File: src/rtl/mips_exec_ctrl_pkg.sv
// Shared debug-side definitions for the MIPS execution controller:
// UART command bytes and controller state encoding.
package mips_exec_ctrl_pkg;

    typedef enum logic [2:0] {
        IDLE   = 3'd0,
        LOAD   = 3'd1,
        WRITE  = 3'd2,
        RUN    = 3'd3,
        STEP   = 3'd4,
        REPORT = 3'd5
    } state_t;

    localparam logic [7:0] CMD_LOAD = 8'h4C;
    localparam logic [7:0] CMD_RUN  = 8'h52;
    localparam logic [7:0] CMD_STEP = 8'h53;
    localparam logic [7:0] CMD_EXIT = 8'h45;

endpackage

File: src/rtl/mips_exec_ctrl_word_assembler.sv
// Packs incoming UART bytes MSB-first into an instruction word and flags
// the byte that completes it.
module word_assembler #(
    parameter int unsigned BYTE_W = 8,
    parameter int unsigned WORD_W = 32
) (
    input  logic              clk,
    input  logic              reset,
    input  logic              clr,
    input  logic              byte_valid,
    input  logic [BYTE_W-1:0] byte_in,
    output logic [WORD_W-1:0] word_out,
    output logic              word_done
);

    localparam int unsigned NBYTES = WORD_W / BYTE_W;
    localparam int unsigned IDX_W  = (NBYTES > 1) ? $clog2(NBYTES) : 1;

    logic [WORD_W-1:0] r_word;
    logic [IDX_W-1:0]  r_idx;
    logic              w_last;

    assign w_last    = (r_idx == IDX_W'(NBYTES - 1));
    assign word_done = byte_valid && !clr && w_last;
    assign word_out  = r_word;

    always_ff @(posedge clk or posedge reset) begin
        if (reset) begin
            r_word <= '0;
            r_idx  <= '0;
        end else if (clr) begin
            r_idx <= '0;
        end else if (byte_valid) begin
            r_word <= (r_word << BYTE_W) | WORD_W'(byte_in);
            r_idx  <= w_last ? '0 : r_idx + IDX_W'(1);
        end
    end

endmodule

File: src/rtl/mips_exec_ctrl.sv
// Debug-side sequencer for the MIPS core: program load over UART, free-run or
// single-step clock gating, cycle counting and cycle-count report on halt.
module mips_exec_ctrl
    import mips_exec_ctrl_pkg::*;
#(
    parameter int unsigned         NBIT_DATA_LEN = 8,
    parameter int unsigned         len_data      = 32,
    parameter int unsigned         len_addr      = 8,
    parameter int unsigned         CYCLE_CNT_W   = 32,
    parameter logic [len_data-1:0] HALT_WORD     = '1
) (
    input  logic                     clk,
    input  logic                     reset,
    input  logic                     rx_done_tick,
    input  logic [NBIT_DATA_LEN-1:0] rx_data_in,
    input  logic                     tx_done_tick,
    output logic                     tx_start,
    output logic [NBIT_DATA_LEN-1:0] tx_data,
    input  logic                     halt,
    output logic                     ctrl_clk_mips,
    output logic                     debug,
    output logic                     wr_ram_inst,
    output logic [len_addr-1:0]      addr_mem_inst,
    output logic [len_data-1:0]      ins_to_mem,
    output logic                     busy
);

    localparam int unsigned TX_BYTES = CYCLE_CNT_W / NBIT_DATA_LEN;
    localparam int unsigned TXI_W    = (TX_BYTES > 1) ? $clog2(TX_BYTES) : 1;

    state_t                   r_state, r_state_n;
    logic [len_addr-1:0]      r_addr;
    logic [CYCLE_CNT_W-1:0]   r_cnt;
    logic                     r_step_pulse;
    logic                     r_tx_start;
    logic [NBIT_DATA_LEN-1:0] r_tx_data;
    logic [TXI_W-1:0]         r_tx_idx;
    logic                     r_tx_wait;

    logic                     w_asm_clr, w_addr_clr, w_addr_inc, w_cnt_clr, w_pulse_set;
    logic                     w_report_enter, w_tx_send, w_tx_next;
    logic                     w_word_done, w_clk_en;
    logic [len_data-1:0]      w_word;
    logic [CYCLE_CNT_W-1:0]   w_cnt_shift;

    word_assembler #(
        .BYTE_W (NBIT_DATA_LEN),
        .WORD_W (len_data)
    ) u_asm (
        .clk        (clk),
        .reset      (reset),
        .clr        (w_asm_clr),
        .byte_valid (rx_done_tick && (r_state == LOAD)),
        .byte_in    (rx_data_in),
        .word_out   (w_word),
        .word_done  (w_word_done)
    );

    // Counter is frozen in REPORT, so the byte can be picked straight from it.
    assign w_cnt_shift   = r_cnt >> (NBIT_DATA_LEN * r_tx_idx);
    assign w_clk_en      = (r_state == RUN) || r_step_pulse;

    assign ctrl_clk_mips = w_clk_en;
    assign debug         = (r_state == STEP);
    assign wr_ram_inst   = (r_state == WRITE);
    assign busy          = (r_state != IDLE);
    assign addr_mem_inst = r_addr;
    assign ins_to_mem    = w_word;
    assign tx_start      = r_tx_start;
    assign tx_data       = r_tx_data;

    always_ff @(posedge clk or posedge reset) begin
        if (reset) r_state <= IDLE;
        else       r_state <= r_state_n;
    end

    always_comb begin
        r_state_n      = r_state;
        w_asm_clr      = 1'b0;
        w_addr_clr     = 1'b0;
        w_addr_inc     = 1'b0;
        w_cnt_clr      = 1'b0;
        w_pulse_set    = 1'b0;
        w_report_enter = 1'b0;
        w_tx_send      = 1'b0;
        w_tx_next      = 1'b0;
        case (r_state)
            IDLE: begin
                if (rx_done_tick) begin
                    if (rx_data_in == NBIT_DATA_LEN'(CMD_LOAD)) begin
                        r_state_n  = LOAD;
                        w_asm_clr  = 1'b1;
                        w_addr_clr = 1'b1;
                    end else if (rx_data_in == NBIT_DATA_LEN'(CMD_RUN) ||
                                 rx_data_in == NBIT_DATA_LEN'(CMD_STEP)) begin
                        w_cnt_clr = 1'b1;
                        if (halt) begin
                            r_state_n      = REPORT;
                            w_report_enter = 1'b1;
                        end else if (rx_data_in == NBIT_DATA_LEN'(CMD_RUN)) begin
                            r_state_n = RUN;
                        end else begin
                            // The entering 'S' also advances the core by one cycle.
                            r_state_n   = STEP;
                            w_pulse_set = 1'b1;
                        end
                    end
                end
            end
            LOAD: begin
                if (w_word_done) r_state_n = WRITE;
            end
            WRITE: begin
                if (w_word == HALT_WORD || r_addr == '1) begin
                    r_state_n = IDLE;
                end else begin
                    r_state_n  = LOAD;
                    w_addr_inc = 1'b1;
                end
            end
            RUN: begin
                if (halt) begin
                    r_state_n      = REPORT;
                    w_report_enter = 1'b1;
                end
            end
            STEP: begin
                if (halt || (rx_done_tick && rx_data_in == NBIT_DATA_LEN'(CMD_EXIT))) begin
                    r_state_n      = REPORT;
                    w_report_enter = 1'b1;
                end else if (rx_done_tick && rx_data_in == NBIT_DATA_LEN'(CMD_STEP)) begin
                    w_pulse_set = 1'b1;
                end
            end
            REPORT: begin
                if (!r_tx_wait) begin
                    w_tx_send = 1'b1;
                end else if (tx_done_tick) begin
                    if (r_tx_idx == '0) r_state_n = IDLE;
                    else                w_tx_next = 1'b1;
                end
            end
            default: r_state_n = IDLE;
        endcase
    end

    always_ff @(posedge clk or posedge reset) begin
        if (reset) begin
            r_addr       <= '0;
            r_cnt        <= '0;
            r_step_pulse <= 1'b0;
            r_tx_start   <= 1'b0;
            r_tx_data    <= '0;
            r_tx_idx     <= '0;
            r_tx_wait    <= 1'b0;
        end else begin
            r_tx_start   <= 1'b0;
            r_step_pulse <= w_pulse_set;
            if (w_addr_clr)      r_addr <= '0;
            else if (w_addr_inc) r_addr <= r_addr + len_addr'(1);
            if (w_cnt_clr)                      r_cnt <= '0;
            else if (w_clk_en && r_cnt != '1)   r_cnt <= r_cnt + CYCLE_CNT_W'(1);
            if (w_report_enter) begin
                r_tx_idx  <= TXI_W'(TX_BYTES - 1);
                r_tx_wait <= 1'b0;
            end else if (w_tx_send) begin
                r_tx_start <= 1'b1;
                r_tx_data  <= w_cnt_shift[NBIT_DATA_LEN-1:0];
                r_tx_wait  <= 1'b1;
            end else if (w_tx_next) begin
                r_tx_idx  <= r_tx_idx - TXI_W'(1);
                r_tx_wait <= 1'b0;
            end
        end
    end

endmodule

File: config.mk
export PLATFORM = sky130hd
export DESIGN_NAME = mips_exec_ctrl
export DESIGN_NICKNAME = d
export VERILOG_FILES = /design/src/rtl/mips_exec_ctrl_pkg.sv /design/src/rtl/mips_exec_ctrl_word_assembler.sv /design/src/rtl/mips_exec_ctrl.sv
export SDC_FILE = /design/constraint.sdc
export NUM_CORES = 1
export LEC_CHECK = 0
export CAP_MARGIN = 10
export CORE_ASPECT_RATIO = 1.4
export CORE_UTILIZATION = 50
export DETAILED_ROUTE_END_ITERATION = 10
export PLACE_DENSITY = 0.74
export SETUP_SLACK_MARGIN = 0.4
export SLEW_MARGIN = 15
export SYNTH_ARGS = -nofsm -noshare
export SYNTH_HDL_FRONTEND = slang
export SYNTH_SLANG_ARGS = --single-unit
File: constraint.sdc
create_clock -name clk -period 3.87 [get_ports clk]
set_clock_uncertainty 0.05 [all_clocks]
set_input_delay 0.774 -clock clk [delete_from_list [all_inputs] [get_ports clk]]
set_output_delay 0.774 -clock clk [all_outputs]
set_load 0.01 [all_outputs]
==> impl_metrics.ini, run 1 <==
[status]
status = complete, no violations

[timing]
timing.fmax_mhz = 338
fin_crit_ns = 2.96
worst-slew-pin-transition_ns = 0.937
rsz0062_at_grt = false
finalMaxSlewViolations = 0
relSlewSlack_pct = 37.4
period_share_pct = 76.4
hold_slack_ns = 0.460
worst_slack_ns = 0.915
hold_viol = 0
setup-tns-final_ns = 0
report.final.setup_viol = 0

[worst_setup_path]
worst-endpoint-arrival_ns = 3.13
timing.setup.critical_path_class = input port to flip-flop
crit_path_start_kind = input port
critical_path_rt_ns = 4.04
end_kind = flip-flop
critical_path.max_fanout = 17

[power]
ir_worst_vdd_mv = 0.464
p_leak_nw = 2.31
total_power_mw = 4.17
power_density_nw_per_um2 = 715

[placement]
io_buffer_count = 65
dp.cells = 623
placed_cell_area_um2 = 5560
finalWeightedCongestion = 0.909
pre_cts_ws_ns = 0.588
detailedPlacementHpwl_um = 8770

[yosys]
synth_top_area_cell = sky130_fd_sc_hd__dfrtp_1
synthArstFlopShare_pct = 100
yosysSeqAreaShare_pct = 46.6
avgSynthCellArea_um2 = 10.3
postSynthRegisterBits = 90
synth-edff-count = 0
synth_area_um2 = 4840
synth.net_count = 485
synth_ff_type = sky130_fd_sc_hd__dfrtp_1
yosysWarningCount = 0
ys_top_cells_by_area = sky130_fd_sc_hd__dfrtp_1 47%, sky130_fd_sc_hd__mux2_2 9.3%, sky130_fd_sc_hd__mux4_2 3.3%
synth_cell_type_count = 57
netlist.area_leader.share_pct = 46.6
synthesis.instances = 468

[clock_network]
postCtsSetupBuffers = 0
clock_tree.buffer_depth = 2
cts_hold_repair.buffers = 0
htreeDepth = 3
tritoncts.num_buffers = 9
tritoncts_clock_tree = done
clkSlewWorstSetupHoldPaths_ns = 0.06
ctsRootBufferMaster = sky130_fd_sc_hd__clkbuf_16
clkSinkCount = 90
clk_latency_ns = 0.34
post_cts_resize_count = 0

[drt]
drc = 0
post_drt_wl_per_cell_um = 19.5
post_drt_via_cell_ratio = 6.42
route.antenna.remaining_nets = 0
initialDrtViolationCount = 246
num_vias = 4089
detail_route.first_pass.iterations = 5
finalWirelength_um = 12400

[die]
die_w_um = 85.1
fp-row-count = 42
core_area_um2 = 9410
die_area_um2 = 10100
number_of_i_o_pins = 66
starting_utilization_of_the_core_area_pct = 51.4
die-height_um = 118

[cells_and_area]
most-common-layout-cells = 90 x sky130_fd_sc_hd__dfrtp_1, 65 x sky130_fd_sc_hd__clkdlybuf4s50_1, 40 x sky130_fd_sc_hd__mux2_2
final_design_instance_area_without_fill_um2 = 5840
mostFrequentLayoutCell = sky130_fd_sc_hd__dfrtp_1
synthToLayoutAreaGrowth_pct = 20.7
stdcell_count = 637
post_route_cells_drive_above_1_share_pct = 14.8
diodes_inserted = 0
layout.nets = 541
finalCoreUtilization_pct = 62.0

[min_path]
worstHoldPathType = flip-flop to flip-flop

[global_route]
grt_start_max_net_pins = 54
grt_util_met2_pct = 44.6
antenna_violations_before_repair = 0
top_usage_layer = met2
groute.layer.met1.usage_pct = 32.9
grt_use_met3_pct = 4.96
grt.overflow.total = 0
grt_first_pass_wirelength_um = 20800
vias_in_the_first_global_route = 4060
grt_usage_pct = 26.6

[run]
maxCapViolations = 0
==> where the power goes <==
| group | switching (mW) | total (mW) | internal (mW) |
|---|---|---|---|
| clock | 0.346 | 0.836 | 0.490 |
| combinational | 0.663 | 1.58 | 0.920 |
| sequential | 0.477 | 1.76 | 1.28 |
| total | 1.49 | 4.17 | 2.69 |
==> metal layers <==
metal | wire (µm) | up-vias
met3 | 737 | 27
li1 | - | 1868
met1 | 4870 | 2035
met2 | 6450 | 159
met5 | 0 | -
met4 | 377 | 0
==> area by class of cell <==
cell class | instances | area [µm²]
clock buffer | 10 | 229
timing repair buffer | 72 | 703
fill | 747 | 3570
tap | 110 | 138
clock inverter | 4 | 45.0
inverter | 11 | 42.5
sequential | 90 | 2250
multi-input combinational | 340 | 2430
==> worst max-delay path: stages <==
cell	delay [ns]
sky130_fd_sc_hd__clkdlybuf4s50_1	0.42
sky130_fd_sc_hd__or4b_2	0.76
sky130_fd_sc_hd__or4_1	0.80
sky130_fd_sc_hd__nand2_1	0.17
sky130_fd_sc_hd__a21oi_1	0.05
sky130_fd_sc_hd__nand2b_1	0.15
==> synth_stat cells (all sizes together), types with 2 or more instances <==
cell type  instances
nor3              13
nor2              23
nand3             26
clkbuf            13
o21bai             2
nand2b             9
mux4               8
nand3b             4
and2               5
and4               4
mux2i             11
or4               16
inv               11
mux2              40
o21ai             17
a21oi             21
nand4             26
xnor2              4
buf               14
or3               12
nand2             38
nand4b             2
dfrtp             90
or4b               3
o211ai             6
and3b              2
nor2b              2
ha                 4
nor4              10
and3               6
o31ai              8
==> worst paths after layout <==
check | from | end | slack (ns) | cells after the start
max | rx_data_in[3] | r_cnt[27] | 0.91 | 6
min | tx_data[6] | tx_data[6] | 0.46 | 1
max reg2reg | r_state[2] | r_cnt[27] | 1.32 | 5
min reg2reg | tx_data[6] | tx_data[6] | 0.46 | 1
max in group asynchronous | reset | tx_data[7] | 2.03 | 3
min in group asynchronous | reset | u_asm.word_out[29] | 0.89 | 2
==> state kept, by name, indices dropped and copies added, names as in the netlist <==
name,count
r_step_pulse,1
r_cnt,32
r_tx_wait,1
u_asm.word_out,32
r_tx_idx,2
r_state,3
u_asm.r_idx,2
tx_start,1
tx_data,8
addr_mem_inst,8
==> cells by family (layout without fill, tap and decap cells) <==
family | count (synthesis) | after routing | synth area share [%]
simple gates | 204 | 204 | 23.8
mux | 59 | 59 | 15.4
xor+xnor | 4 | 4 | 0.724
compound gates | 69 | 69 | 9.08
buf+inv | 38 | 97 | 3.39
fa+ha+maj | 4 | 4 | 1.03
flops | 90 | 90 | 46.6
Power figures use the tool's default switching activity.
==> run 2, diff against run 1 <==
PLACE_DENSITY = 0.77   (was 0.74)
clock period = 2.5 ns   (was 3.87 ns; I/O delays follow)
==> run 2 against run 1 <==
Net effect:
- highest routed layer unchanged
- worst setup slack got worse by 0.67 ns
- clock power rose by 60%
- combinational power rose by 88%
- sequential cell count did not move
- critical path depth did not move
- first-iteration DRC count rose by 61%
- total power rose by 66%
- largest cell class unchanged
- sequential power rose by 49%
- non-clock buffer count rose by 60
- count of clock-buffer cells in the layout rose by 1
==> impl_metrics.ini, run 2 (synthesis gave the netlist of run 1 again) <==
[worst_setup_path]
critical_path.reg2reg.startpoint = r_state[2]
timing.setup.critical_path_class = flip-flop to flip-flop
r2r_setup_slk_ns = 0.24
worst-endpoint-arrival_ns = 2.48
critical_path.max_fanout = 5
crit_path_start_kind = flip-flop
reg2regPathDepth = 6
r2r_end = r_cnt[23]
end_kind = flip-flop
critical_path_rt_ns = 2.72
timing.critical_path.from = r_state[2]

[drt]
finalWirelength_um = 14100
post_drt_wl_per_cell_um = 20.1
drc = 0
route.antenna.remaining_nets = 0
post_drt_via_cell_ratio = 6.49
detail_route.first_pass.iterations = 5
num_vias = 4537
initialDrtViolationCount = 395

[cells_and_area]
finalCoreUtilization_pct = 70.7
most-common-layout-cells = 83 x sky130_fd_sc_hd__dfrtp_1, 56 x sky130_fd_sc_hd__clkdlybuf4s50_1, 52 x sky130_fd_sc_hd__buf_4
synthToLayoutAreaGrowth_pct = 37.6
mostFrequentLayoutCell = sky130_fd_sc_hd__dfrtp_1
layout.nets = 601
post_route_cells_drive_above_1_share_pct = 32.6
stdcell_count = 699
fill_cells = 634
diodes_inserted = 0
final_design_instance_area_without_fill_um2 = 6650

[global_route]
grt_usage_pct = 28.8
grt_start_max_net_pins = 91
grt.overflow.total = 0
grt_first_pass_wirelength_um = 22400
antenna_violations_before_repair = 0
vias_in_the_first_global_route = 4543

[placement]
pre_cts_ws_ns = -0.187
io_buffer_count = 65
finalWeightedCongestion = 0.945
detailedPlacementHpwl_um = 9180
dp.cells = 659
placed_cell_area_um2 = 5880

[power]
power_switching_mw = 2.55
p_sw_share_pct = 36.8
pwr-share-seq_pct = 37.9
ir_worst_vdd_mv = 0.702
power_density_nw_per_um2 = 1040
internal-power_mw = 4.39
power.combinational.fraction_pct = 42.7
clkPwrFrac_pct = 19.3
p_leak_nw = 2.72
total_power_mw = 6.94

[clock_network]
clkSlewWorstSetupHoldPaths_ns = 0.07
clkSinkCount = 90
ctsRootBufferMaster = sky130_fd_sc_hd__clkbuf_16
cts_hold_repair.buffers = 0
htreeDepth = 3
tritoncts.num_buffers = 9
tritoncts_clock_tree = done
clock_tree.buffer_depth = 2
clk_latency_ns = 0.34

[min_path]
worstHoldStart = tx_data[7]
worstHoldPathType = flip-flop to flip-flop
min_path_cells = 1
worst_hold_path.endpoint = tx_data[7]

[die]
starting_utilization_of_the_core_area_pct = 51.4
die_w_um = 85.1
core_area_um2 = 9410
number_of_i_o_pins = 66
die-height_um = 118
die_area_um2 = 10100
fp-row-count = 42

[timing]
worst-slew-pin-transition_ns = 0.578
worst_slack_ns = 0.245
period_share_pct = 90.2
setup-tns-final_ns = 0
hold_slack_ns = 0.460
report.final.setup_viol = 0
timing.fmax_mhz = 443
fin_crit_ns = 2.26
relSlewSlack_pct = 61.3
hold_viol = 0
finalMaxSlewViolations = 0
rsz0062_at_grt = true

[status]
status = complete, no violations

[run]
maxCapViolations = 0
run 2: cell count changes in the layout (fill, tap and decap cells not counted), sizes merged:
cell	before	now
clkinv	4	3
clkdlybuf4s50	65	56
clkbuf	10	14
dlygate4sd2	0	1
buf	7	67
inv	10	12
dlymetal6s2s	0	2
bufinv	1	0
clkinvlp	0	1
clkdlybuf4s15	0	3
run 2: worst max-delay path: stages (launching register included):
cell	delay [ns]
sky130_fd_sc_hd__dfrtp_2	0.45
sky130_fd_sc_hd__and3b_2	0.30
sky130_fd_sc_hd__buf_4	0.15
sky130_fd_sc_hd__o211ai_1	0.18
sky130_fd_sc_hd__or4_1	0.53
sky130_fd_sc_hd__or4_1	0.42
sky130_fd_sc_hd__nand2_1	0.10
run 2: power by group through the flow:
stage                     registers [mW]  clock network [mW]  logic [mW]
final                               2.63                1.34        2.97
after global routing                2.71                1.42        3.16
after CTS                           2.62                1.36        2.87
after detailed placement            2.63                   0        2.68
after global placement              2.60                   0        2.59
after floorplan                     2.57                   0        1.39
run 2: worst max path at each step:
stage / to / slack, ns / cells past startpoint
finish: r_cnt[23] / 0.24 / 6
global route: r_cnt[23] / 0.21 / 6
CTS: ctrl_clk_mips / 0.13 / 4
detailed placement: r_cnt[22] / -0.19 / 8
global placement: r_cnt[23] / -0.14 / 6
floorplan: r_cnt[28] / 0.36 / 7
run 2: what timing repair did:
action | CTS | global route
resized for setup | 60 | 40
pin swaps | 21 | 19
endpoints found under the setup margin | 47 | 50
gates cloned | 1 | 0
setup buffers | 13 | 10
run 2: metal layers:
| metal | wire (µm) | global-route usage [%] | part of all wire [%] | vias to the layer above |
|---|---|---|---|---|
| met1 | 5030 | 32.4 | 36 | 2204 |
| met2 | 7280 | 48.5 | 52 | 265 |
| met3 | 1060 | 6.35 | 7.5 | 65 |
| li1 | - | - | - | 2003 |
| met4 | 698 | 18.8 | 5.0 | 0 |
| met5 | 0 | 0 | 0 | - |
run 2: cell type report:
type	instances	area [µm²]	share of cell area, %
Clock buffer	11	253	3.80
Inverter	11	47.5	0.715
Timing Repair Buffer	132	1250	18.7
Tap cell	110	138	2.07
Clock inverter	5	43.8	0.658
Multi-Input combinational cell	340	2660	40.0
Sequential cell	90	2260	34.0
==> run 3, diff against run 2 <==
CTS_CLUSTER_SIZE = 30   (was default)
==> results of run 3 <==
Final layout, timing and power as in run 2 (identical DEF).
